## src/rtl/hazard_pkg.sv

```systemverilog
// Shared forward-select encodings and the multiplier tracker entry type.
package hazard_pkg;

    localparam logic [1:0] FWD_RF  = 2'b00;
    localparam logic [1:0] FWD_MEM = 2'b01;
    localparam logic [1:0] FWD_WB  = 2'b10;
    localparam logic [1:0] FWD_MUL = 2'b11;

    // Widest register address the tracker can hold; narrower addresses are zero-extended.
    localparam int RD_MAX_W = 8;

    typedef struct packed {
        logic                valid;
        logic [RD_MAX_W-1:0] rd;
    } mul_entry_t;

endpackage

```

## src/rtl/mul_tracker.sv

```systemverilog
// Shift register following each accepted multiply through the MUL_LAT-stage multiplier.
module mul_tracker
    import hazard_pkg::*;
#(
    parameter int MUL_LAT = 3
) (
    input  logic                        clk,
    input  logic                        rst_n,
    input  logic                        load,
    input  logic [RD_MAX_W-1:0]         load_rd,
    output logic [MUL_LAT-1:0]          entry_valid,
    output logic [MUL_LAT*RD_MAX_W-1:0] entry_rd,
    output logic                        last_valid,
    output logic [RD_MAX_W-1:0]         last_rd
);

    mul_entry_t [MUL_LAT-1:0] pipe;
    mul_entry_t               head;

    // Non-accepted cycles shift in an all-zero bubble so rd never carries stale data.
    always_comb begin
        head.valid = load;
        head.rd    = load ? load_rd : '0;
    end

    always_ff @(posedge clk or negedge rst_n) begin
        if (!rst_n) begin
            pipe <= '0;
        end else begin
            pipe <= {pipe[MUL_LAT-2:0], head};
        end
    end

    for (genvar j = 0; j < MUL_LAT; j++) begin : g_out
        assign entry_valid[j]                    = pipe[j].valid;
        assign entry_rd[j*RD_MAX_W +: RD_MAX_W] = pipe[j].rd;
    end

    assign last_valid = pipe[MUL_LAT-1].valid;
    assign last_rd    = pipe[MUL_LAT-1].rd;

endmodule

```

## src/rtl/hazard_scoreboard.sv

```systemverilog
// Decode-side hazard and forwarding control: load-use, MUL RAW/WAW stalls, per-source
// forward selects, and multiplier write-back tracking.
module hazard_scoreboard
    import hazard_pkg::*;
#(
    parameter int REG_ADDR_W = 5,
    parameter int NUM_SRC    = 2,
    parameter int MUL_LAT    = 3,
    parameter int CNT_W      = 16
) (
    input  logic                          clk,
    input  logic                          rst_n,
    input  logic                          issue_valid,
    input  logic [REG_ADDR_W-1:0]         issue_rd,
    input  logic                          issue_regwrite,
    input  logic                          issue_is_mul,
    input  logic                          flush,
    input  logic [NUM_SRC*REG_ADDR_W-1:0] src_addr,
    input  logic [NUM_SRC-1:0]            src_used,
    input  logic [REG_ADDR_W-1:0]         ex_rd,
    input  logic [REG_ADDR_W-1:0]         m_rd,
    input  logic [REG_ADDR_W-1:0]         w_rd,
    input  logic                          ex_is_load,
    input  logic                          m_regwrite,
    input  logic                          w_regwrite,
    output logic [2*NUM_SRC-1:0]          fwd_sel,
    output logic                          stall,
    output logic                          mul_wb_valid,
    output logic [REG_ADDR_W-1:0]         mul_wb_rd,
    output logic [CNT_W-1:0]              stall_cycles
);

    localparam int W = REG_ADDR_W;

    logic [MUL_LAT-1:0]          ent_valid;
    logic [MUL_LAT*RD_MAX_W-1:0] ent_rd;
    logic                        last_valid;
    logic [RD_MAX_W-1:0]         last_rd;
    logic [NUM_SRC-1:0]          ld_hit;
    logic [NUM_SRC-1:0]          raw_hit;
    logic [2*NUM_SRC-1:0]        fwd_int;
    logic [RD_MAX_W-1:0]         issue_rd_ext;
    logic                        waw_hit;
    logic                        stall_int;
    logic                        accept;

    assign issue_rd_ext = RD_MAX_W'(issue_rd);

    for (genvar i = 0; i < NUM_SRC; i++) begin : g_src
        logic [W-1:0]        a;
        logic [RD_MAX_W-1:0] a_ext;
        logic                live;
        logic                raw;
        logic [1:0]          sel;

        assign a     = src_addr[i*W +: W];
        assign a_ext = RD_MAX_W'(a);
        assign live  = src_used[i] && (a != '0);

        assign ld_hit[i] = live && (a == ex_rd);

        // Entries before the last have no result yet; the last one is forwardable instead.
        always_comb begin
            raw = 1'b0;
            for (int j = 0; j < MUL_LAT - 1; j++) begin
                if (ent_valid[j] && (ent_rd[j*RD_MAX_W +: RD_MAX_W] == a_ext)) raw = 1'b1;
            end
            raw = raw && live;
        end

        always_comb begin
            sel = FWD_RF;
            if (live && last_valid && (a_ext == last_rd)) sel = FWD_MUL;
            else if (live && m_regwrite && (a == m_rd))   sel = FWD_MEM;
            else if (live && w_regwrite && (a == w_rd))   sel = FWD_WB;
        end

        assign raw_hit[i]        = raw;
        assign fwd_int[2*i +: 2] = sel;
    end

    always_comb begin
        waw_hit = 1'b0;
        for (int j = 0; j < MUL_LAT; j++) begin
            if (ent_valid[j] && (ent_rd[j*RD_MAX_W +: RD_MAX_W] == issue_rd_ext)) waw_hit = 1'b1;
        end
        waw_hit = waw_hit && issue_regwrite && (issue_rd != '0);
    end

    assign stall_int = issue_valid &&
                       ((ex_is_load && (ex_rd != '0) && (|ld_hit)) || (|raw_hit) || waw_hit);

    assign stall   = rst_n && stall_int;
    assign fwd_sel = rst_n ? fwd_int : '0;

    // Issue handshake: decode offers issue_valid; the instruction is taken on a cycle with
    // issue_valid && !stall && !flush, otherwise decode holds it and EX gets a bubble.
    assign accept = issue_valid && !stall && !flush && issue_is_mul &&
                    issue_regwrite && (issue_rd != '0);

    mul_tracker #(
        .MUL_LAT (MUL_LAT)
    ) u_tracker (
        .clk         (clk),
        .rst_n       (rst_n),
        .load        (accept),
        .load_rd     (issue_rd_ext),
        .entry_valid (ent_valid),
        .entry_rd    (ent_rd),
        .last_valid  (last_valid),
        .last_rd     (last_rd)
    );

    assign mul_wb_valid = last_valid;
    assign mul_wb_rd    = last_rd[W-1:0];

    always_ff @(posedge clk or negedge rst_n) begin
        if (!rst_n) begin
            stall_cycles <= '0;
        end else if (stall && (stall_cycles != {CNT_W{1'b1}})) begin
            stall_cycles <= stall_cycles + 1'b1;
        end
    end

endmodule

```

## config.mk

```make
export PLATFORM = sky130hd
export DESIGN_NAME = hazard_scoreboard
export DESIGN_NICKNAME = d
export VERILOG_FILES = /design/src/rtl/hazard_pkg.sv /design/src/rtl/mul_tracker.sv /design/src/rtl/hazard_scoreboard.sv
export SDC_FILE = /design/constraint.sdc
export NUM_CORES = 1
export LEC_CHECK = 0
export ABC_CLOCK_PERIOD_IN_PS = 2700
export CAP_MARGIN = 30
export CORE_MARGIN = 1
export CORE_UTILIZATION = 40
export CTS_BUF_LIST = sky130_fd_sc_hd__clkbuf_8
export CTS_CLUSTER_SIZE = 30
export DETAILED_ROUTE_END_ITERATION = 12
export PLACE_DENSITY = 0.67
export SYNTH_ARGS = -nofsm -noshare
export SYNTH_HDL_FRONTEND = slang
export SYNTH_HIERARCHICAL = 1
export SYNTH_SLANG_ARGS = --single-unit
```

## constraint.sdc

```tcl
create_clock -name clk -period 2.7 [get_ports clk]
set_input_delay 0.54 -clock clk [delete_from_list [all_inputs] [get_ports clk]]
set_output_delay 0.54 -clock clk [all_outputs]
set_load 0.01 [all_outputs]
```

* Yosys cells after proc, flatten, opt, wreduce, memory -nomap -nowiden
Index checks and enable logic that the tools add are counted.
Word-level totals: register bits after elaboration 43, bits in latches 0, RAM bits 0, ROM bits 0, bits of input ports 41, output and inout port bits 27, word-level logic and storage cells 86, memories 0
Cells by class: add/subtract/negate cells 1, multiply operators 0, divide/modulo/power cells 0, order comparisons 0, eq/ne operators 16, shifts and indexed selects 0, multiplexer cells 15, bitwise gates (word level) 0, reductions and logical operators 47
Operator list (count):
- 8-bit by 5-bit equality test with 1-bit output | 7
- 1-bit logical AND | 37
- 5-bit equality test | 6
- 5-bit nonzero test | 4
- 16-bit by 1-bit adder with 16-bit output (second input constant) | 1
- 5-bit by 8-bit equality test with 1-bit output | 2
- 16-bit inequality test (second input constant) | 1
- 2-bit two-way mux | 6
- 1-bit two-way mux | 7
- 5-bit two-way mux | 1
- 4-bit two-way mux | 1
- 2-bit OR reduction | 2
- 1-bit logical NOT | 2
- 1-bit logical OR | 2

* Logic depth before layout (Yosys ltp)
Gate-level depths: netlist (run 1).
depth after elaboration 17, mapped depth 10

* By module
Netlist (run 1), hierarchy kept.
By module, submodules not included:
- hazard_scoreboard | times used 1, cells each 211, area an instance 1931.9 µm², sequential area each 400.4 µm²
- mul_tracker | times used 1, cells each 44, area an instance 793.3 µm², sequential area each 675.6 µm²

* Worst setup path before layout (run 1)
OpenSTA, ideal clock, no wires.
kind input -> output, start input port src_addr[7], end output port stall, arrival time 2.021 ns, required time 2.160 ns, path slack 0.139 ns, cell stages on the path 8, path buffers 2, cells stage by stage buf_4 -> or4_4 -> o21ai_4 -> nor4_2 -> o211ai_2 -> nand4bb_1 -> buf_2 -> nor2b_1
On the way: longest elaborated chain between the ends 10, elaborated cells between the ends (all ways) 18, those cells by class eq/ne (3); mux (2); reduce/logical (13)
Ends and longest elaborated chain:
- from (decl) | line hazard_scoreboard.sv:18 | input logic [NUM_SRC*REG_ADDR_W-1:0] src_addr,
- 8-bit by 5-bit equality test with 1-bit output | line hazard_scoreboard.sv:66 | if (ent_valid[j] && (ent_rd[j*RD_MAX_W +: RD_MAX_W] == a_ext)) raw = 1'b1;
- 1-bit logical AND | line hazard_scoreboard.sv:66
- 1-bit two-way mux (2 in a row) | line hazard_scoreboard.sv:66
- 1-bit logical AND | line hazard_scoreboard.sv:68 | raw = raw && live;
- 2-bit OR reduction | line hazard_scoreboard.sv:91 | ((ex_is_load && (ex_rd != '0) && (|ld_hit)) || (|raw_hit) || waw_hit);
- 1-bit logical OR * (2 in a row) | line hazard_scoreboard.sv:91
- 1-bit logical AND * | line hazard_scoreboard.sv:90 | assign stall_int = issue_valid &&
- 1-bit logical AND * | line hazard_scoreboard.sv:93 | assign stall = rst_n && stall_int;
- to (decl) | line hazard_scoreboard.sv:27 | output logic stall,
Every way passes the cells marked *; elsewhere a longest branch is shown, timed or not.

* Worst setup path after layout (run 1)
start input port src_addr[2], end output port stall
Same word-level chain as after synthesis.

==> results of run 1 <==
worst reg2reg max path, cell delays in order (launching register included):
cell,delay (ns)
dfrtp_1,0.46
xor2_1,0.20
nor4_2,0.30
nand3_1,0.11
a31o_1,0.25
nand4bb_4,0.11
buf_4,0.11
buf_4,0.09
buf_4,0.22
nand2_1,0.12
mux2_1,0.32
layout make-up:
type                            count  share of cell area, %
Multi-Input combinational cell    192                   40.4
Clock inverter                      3                  0.407
Tap cell                           77                   2.41
Sequential cell                    43                   26.9
Clock buffer                        5                   1.72
Timing Repair Buffer              132                   28.1
cell families (layout without fill, tap and decap cells):
kind of cell / after synthesis / count (layout) / synth area share, %
compound gates: 12 / 12 / 4.09
xor+xnor: 90 / 90 / 28.9
mux: 1 / 1 / 0.413
flops: 43 / 43 / 39.5
simple gates: 85 / 85 / 20.8
fa+ha+maj: 1 / 1 / 0.459
buf+inv: 22 / 140 / 5.74
other cells: 1 / 3 / 0.138
routing by layer:
metal	share of wire (%)	up-vias	wire length, µm	GRT usage [%]
met5	0	-	0	0
li1	-	1104	-	-
met1	41	1114	3010	24.3
met2	49	78	3570	36.9
met4	3.5	0	254	8.94
met3	5.7	21	416	4.52
where the power goes:
part	total [mW]	internal (mW)	switching, mW
clock	0.389	0.177	0.212
combinational	0.329	0.179	0.150
sequential	0.673	0.657	0.0159
total	1.39	1.01	0.378
worst min-delay path by stage:
stage	startpoint	cells after the start	to	slack, ns
floorplan	rst_n	0	stall_cycles[0]	0.24
global placement	u_tracker/entry_valid[0]	0	u_tracker/entry_valid[1]	0.35
detailed placement	u_tracker/entry_valid[0]	0	u_tracker/entry_valid[1]	0.36
CTS	rst_n	2	stall_cycles[8]	0.36
global route	rst_n	2	stall_cycles[7]	0.37
finish	rst_n	2	stall_cycles[8]	0.37
state kept, by name (all words and copies together) (netlist names):
register / cells
u_tracker/last_valid: 1
u_tracker/entry_rd: 16
u_tracker/last_rd: 8
stall_cycles: 16
u_tracker/entry_valid: 2
cell usage after synthesis:
cell and instances:
or4_1 1, nor4_2 1, a31o_1 1, and2_1 10, mux2_1 1, buf_6 3, nor2_1 1, ha_1 1
nand4_1 9, nand2_1 5, o21a_1 4, xor2_1 44, nor3_1 5, conb_1 1, o211ai_2 1, xnor2_1 46
dfrtp_1 43, buf_2 8, nand4bb_1 1, a21oi_1 2, nand3_2 7, buf_4 11, o21ai_4 2, nor3_2 1
nand4_2 1, or4_4 2, nor2b_1 1, nor4b_1 4, o21ai_0 1, and3_1 11, nand3b_1 1, a31oi_2 1
nor4_1 12, nand3_1 12
what timing repair did:
item | 4_1_cts | 5_1_grt
hold buffers | 0 | 0
pin swaps | 15 | 13
buffers inserted | 6 | 5
setup endpoints to repair | 11 | 6
gates resized for setup | 63 | 31
==> results.yml, run 1 <==
worst_setup_path:
  worst_path_dominant_cell_family: "simple AND/OR/NAND/NOR gates"
  cp_slowest_cell: "or4_4"
  worst-r2r-cell-count: 10
  rrSetupSlack_ns: 0.31
  critical_path_class: "primary input to output pin"
  cp.depth: 9
  crit_arrival_ns: 2.14
  crit_start: "src_addr[2]"
  path_max_fanout: 2
  crit_top_cell: "buf_6"
  critPathLaunchType: "primary input"
  crit_required_ns: 2.16
  crit_end: "stall"
  cp_cell_sequence: "buf_6 -> or4_4 -> o21ai_4 -> buf_6 -> nor4_4 -> o211ai_2 -> nand4bb_4 -> nor2b_4 -> buf_6"
  max_stage_delay_ns: 0.53
  critPathBufInv: 3
  critical_path.endpoint_type: "output pin"
  r2r-start: "u_tracker/entry_rd[10]"
  worstReg2RegEnd: "stall_cycles[1]"
finish:
  seq_area_um2: 1080
  drive_gt1_share_pct: 31.5
  layout_commonest_cell: "buf_4"
  most-common-layout-cells: "buf_4 (58), xor2_1 (44), xnor2_1 (43), dfrtp_1 (43), clkdlybuf4s50_1 (42)"
  n_fill_cell: 546
  final_area_um2: 4000
  instances_no_fill: 452
  area_growth_pct: 46.6
  utilization_pct: 61.9
  antennaDiodeCount: 0
  multi_input_area_um2: 1610
  nets: 416
logic_synthesis:
  avgSynthCellArea_um2: 10.7
  seq_area_frac_synth_pct: 39.5
  synth_top_area_cell: "dfrtp_1"
  netlist_instances: 255
  yosys-top-cells-area: "dfrtp_1 (39%), xnor2_1 (15%), xor2_1 (14%)"
  syn_area_um2: 2730
  yosysTopAreaCellShare_pct: 39.5
  synth_warnings: 6
  synth_cell_type_count: 34
  ys_ff_latch: 43
route:
  avgRoutedWirePerCell_um: 16.0
  viasPerCell: 5.13
  firstDrtPassIters: 8
  drcViolationCount: 6
  wl_um: 7250
  drtIter0Drc: 133
  antenna_left: 0
  vias: 2317
die:
  initial_core_util_pct: 42.2
  coreArea_um2: 6460
  die_area_um2: 7150
  num_rows: 29
  io_pins: 68
  die_h_um: 84.5
  dieWidth_um: 84.5
place:
  dpl.hpwl_um: 5520
  place_area_um2: 3740
  place.gp.congestion: 0.858
  portBuffers: 67
  pre_cts_ws_ns: -0.700
  dp_cells: 433
grt:
  grt_pass1_wl_um: 11600
  grt_pass1_vias: 2424
  grt_usage_pct: 20.8
  grt_max_degree: 26
  antenna_found_initial: 0
  grt_overflow: 0
cts:
  clockRootBuffer: "clkbuf_8"
  worst_skew_pair.late_latency_ns: 0.30
  cts_tree: "built"
  clock-sinks: 43
  clockBufferDepth: 2
  cts_made_buffers: 5
  clkTransAtPathRegs_ns: 0.08
  htree_levels: 2
run:
  cap_violations: 0
power_and_ir_drop:
  ir_drop_v: 0.000222
  power_mw: 1.39
  p_leak_nw: 1.85
  power_density_nw_per_um2: 348
sta:
  drv_slew: 0
  rsz0062_at_grt: "true"
  fin_hold_ws_ns: 0.367
  setup_violations: 0
  fin_skew_ns: 0.00498
  final.setup.worst_slack_ns: 0.0225
  fin_crit_ns: 2.68
  hold_viol: 0
  fin_setup_tns_ns: 0
  max_clock_freq_ghz: 0.373
  fin_crit_sh_pct: 99.2
run_status:
  violations: "design-rule violations"
  status: "finished, violations left"
worst_hold_path:
  hold_class: "primary input to async pin"
Note: power is estimated with default switching activity, not from simulation.
==> run 2: changes to the inputs <==
--- a/config.mk
+++ b/config.mk
@@ -12,7 +12,7 @@
 export CTS_BUF_LIST = sky130_fd_sc_hd__clkbuf_8
 export CTS_CLUSTER_SIZE = 30
 export DETAILED_ROUTE_END_ITERATION = 12
-export PLACE_DENSITY = 0.67
+export PLACE_DENSITY = 0.76
 export SYNTH_ARGS = -nofsm -noshare
 export SYNTH_HDL_FRONTEND = slang
 export SYNTH_HIERARCHICAL = 1
==> results.yml, run 2 (same netlist as run 1, synthesis figures left out) <==
sta:
  fin_crit_sh_pct: 97.7
  fin_skew_ns: 0.00503
  final.setup.worst_slack_ns: 0.0634
  drv_slew: 0
  fin_setup_tns_ns: 0
  setup_violations: 0
  fin_hold_ws_ns: 0.336
  hold_viol: 0
  fin_crit_ns: 2.64
  rsz0062_at_grt: "true"
  max_clock_freq_ghz: 0.379
cts:
  clockRootBuffer: "clkbuf_8"
  worst_skew_pair.late_latency_ns: 0.30
  clockBufferDepth: 2
  clock-sinks: 43
  htree_levels: 2
  clkTransAtPathRegs_ns: 0.08
  cts_made_buffers: 5
  cts_tree: "built"
die:
  coreArea_um2: 6460
  initial_core_util_pct: 42.2
  die_h_um: 84.5
  io_pins: 68
  die_area_um2: 7150
  dieWidth_um: 84.5
  num_rows: 29
place:
  dpl.hpwl_um: 5070
  portBuffers: 67
  pre_cts_ws_ns: -0.690
  place.gp.congestion: 0.901
worst_setup_path:
  crit_required_ns: 2.16
  critPathLaunchType: "primary input"
  critical_path.endpoint_type: "output pin"
  cp_cell_sequence: "clkbuf_2 -> or4_4 -> o21ai_4 -> nor4_4 -> o211ai_2 -> nand4bb_1 -> nor2b_4 -> buf_6"
  critical_path_class: "primary input to output pin"
  max_stage_delay_ns: 0.54
  crit_arrival_ns: 2.10
  cp_slowest_cell: "or4_4"
  path_max_fanout: 2
grt:
  grt_pass1_vias: 2281
  grt_pass1_wl_um: 11000
  grt_overflow: 0
  grt_max_degree: 26
  grt_usage_pct: 19.4
  antenna_found_initial: 0
run_status:
  violations: "design-rule violations"
  status: "finished, violations left"
power_and_ir_drop:
  power_density_nw_per_um2: 382
  ir_drop_v: 0.000286
  p_leak_nw: 1.74
finish:
  drive_gt1_share_pct: 27.6
  nets: 403
  most-common-layout-cells: "buf_4 (47), xnor2_1 (46), xor2_1 (44), dfrtp_1 (43), clkdlybuf4s50_1 (42)"
  multi_input_area_um2: 1560
  layout_commonest_cell: "buf_4"
  antennaDiodeCount: 0
  n_fill_cell: 567
  utilization_pct: 59.7
  seq_area_um2: 1080
  area_growth_pct: 41.4
route:
  firstDrtPassIters: 9
  drtIter0Drc: 105
  vias: 2232
  wl_um: 6550
  antenna_left: 0
  drcViolationCount: 9
  avgRoutedWirePerCell_um: 14.9
  viasPerCell: 5.08
run:
  cap_violations: 0
worst_hold_path:
  hold_class: "primary input to async pin"
-- run 2: repair_timing --
action,4_1_cts,5_1_grt
buffers inserted,4,0
pin swaps,18,17
gates resized for setup,58,19
endpoints found under the setup margin,5,5
hold buffers,0,0
-- run 2: where the power goes --
group / internal, mW / switching, mW / total (mW)
clock: 0.275 / 0.224 / 0.499
sequential: 0.657 / 0.0150 / 0.672
combinational: 0.162 / 0.139 / 0.301
-- run 2: path summary, 6_finish.rpt --
path / cells past startpoint / to / slack, ns / startpoint
worst min-delay path: 2 / u_tracker/entry_rd[14] / 0.34 / rst_n
max in group asynchronous: 2 / stall_cycles[7] / 2.08 / rst_n
worst min register to register: 0 / u_tracker/entry_valid[1] / 0.37 / u_tracker/entry_valid[0]
worst max-delay path: 8 / stall / 0.06 / src_addr[8]
min in group clk: 0 / u_tracker/entry_valid[1] / 0.37 / u_tracker/entry_valid[0]
worst max register to register: 10 / stall_cycles[1] / 0.39 / u_tracker/entry_rd[8]
-- run 2: metrics by stage --
stage          instances  area (µm²)  power [mW]
2_1_floorplan        257        2730       0.818
3_3_place_gp         427        3710       0.978
3_5_place_dp         427        3710       0.982
4_1_cts              439        3840        1.48
5_1_grt              439        3850        1.54
6_report             439        3850        1.47
-- run 2: worst max-delay path, delay by kind of cell --
kind / cells / cell delay, ns
compound gates: 2 / 0.40
buf+inv: 2 / 0.21
simple gates: 4 / 0.94
-- run 2: area by class of cell --
cell class | count | area share, %
Timing Repair Buffer | 119 | 26.2
Multi-Input combinational cell | 192 | 40.5
Sequential cell | 43 | 27.9
Clock inverter | 3 | 1.14
Clock buffer | 5 | 1.79
Tap cell | 77 | 2.50
-- run 2: metal layers --
metal  vias to the layer above  part of all wire [%]  GRT usage [%]
li1                       1072                     -              -
met1                      1095                    46           26.7
met2                        58                    48           31.4
met3                         7                   5.1           4.23
met4                         0                  0.70           4.31
met5                         -                     0              0
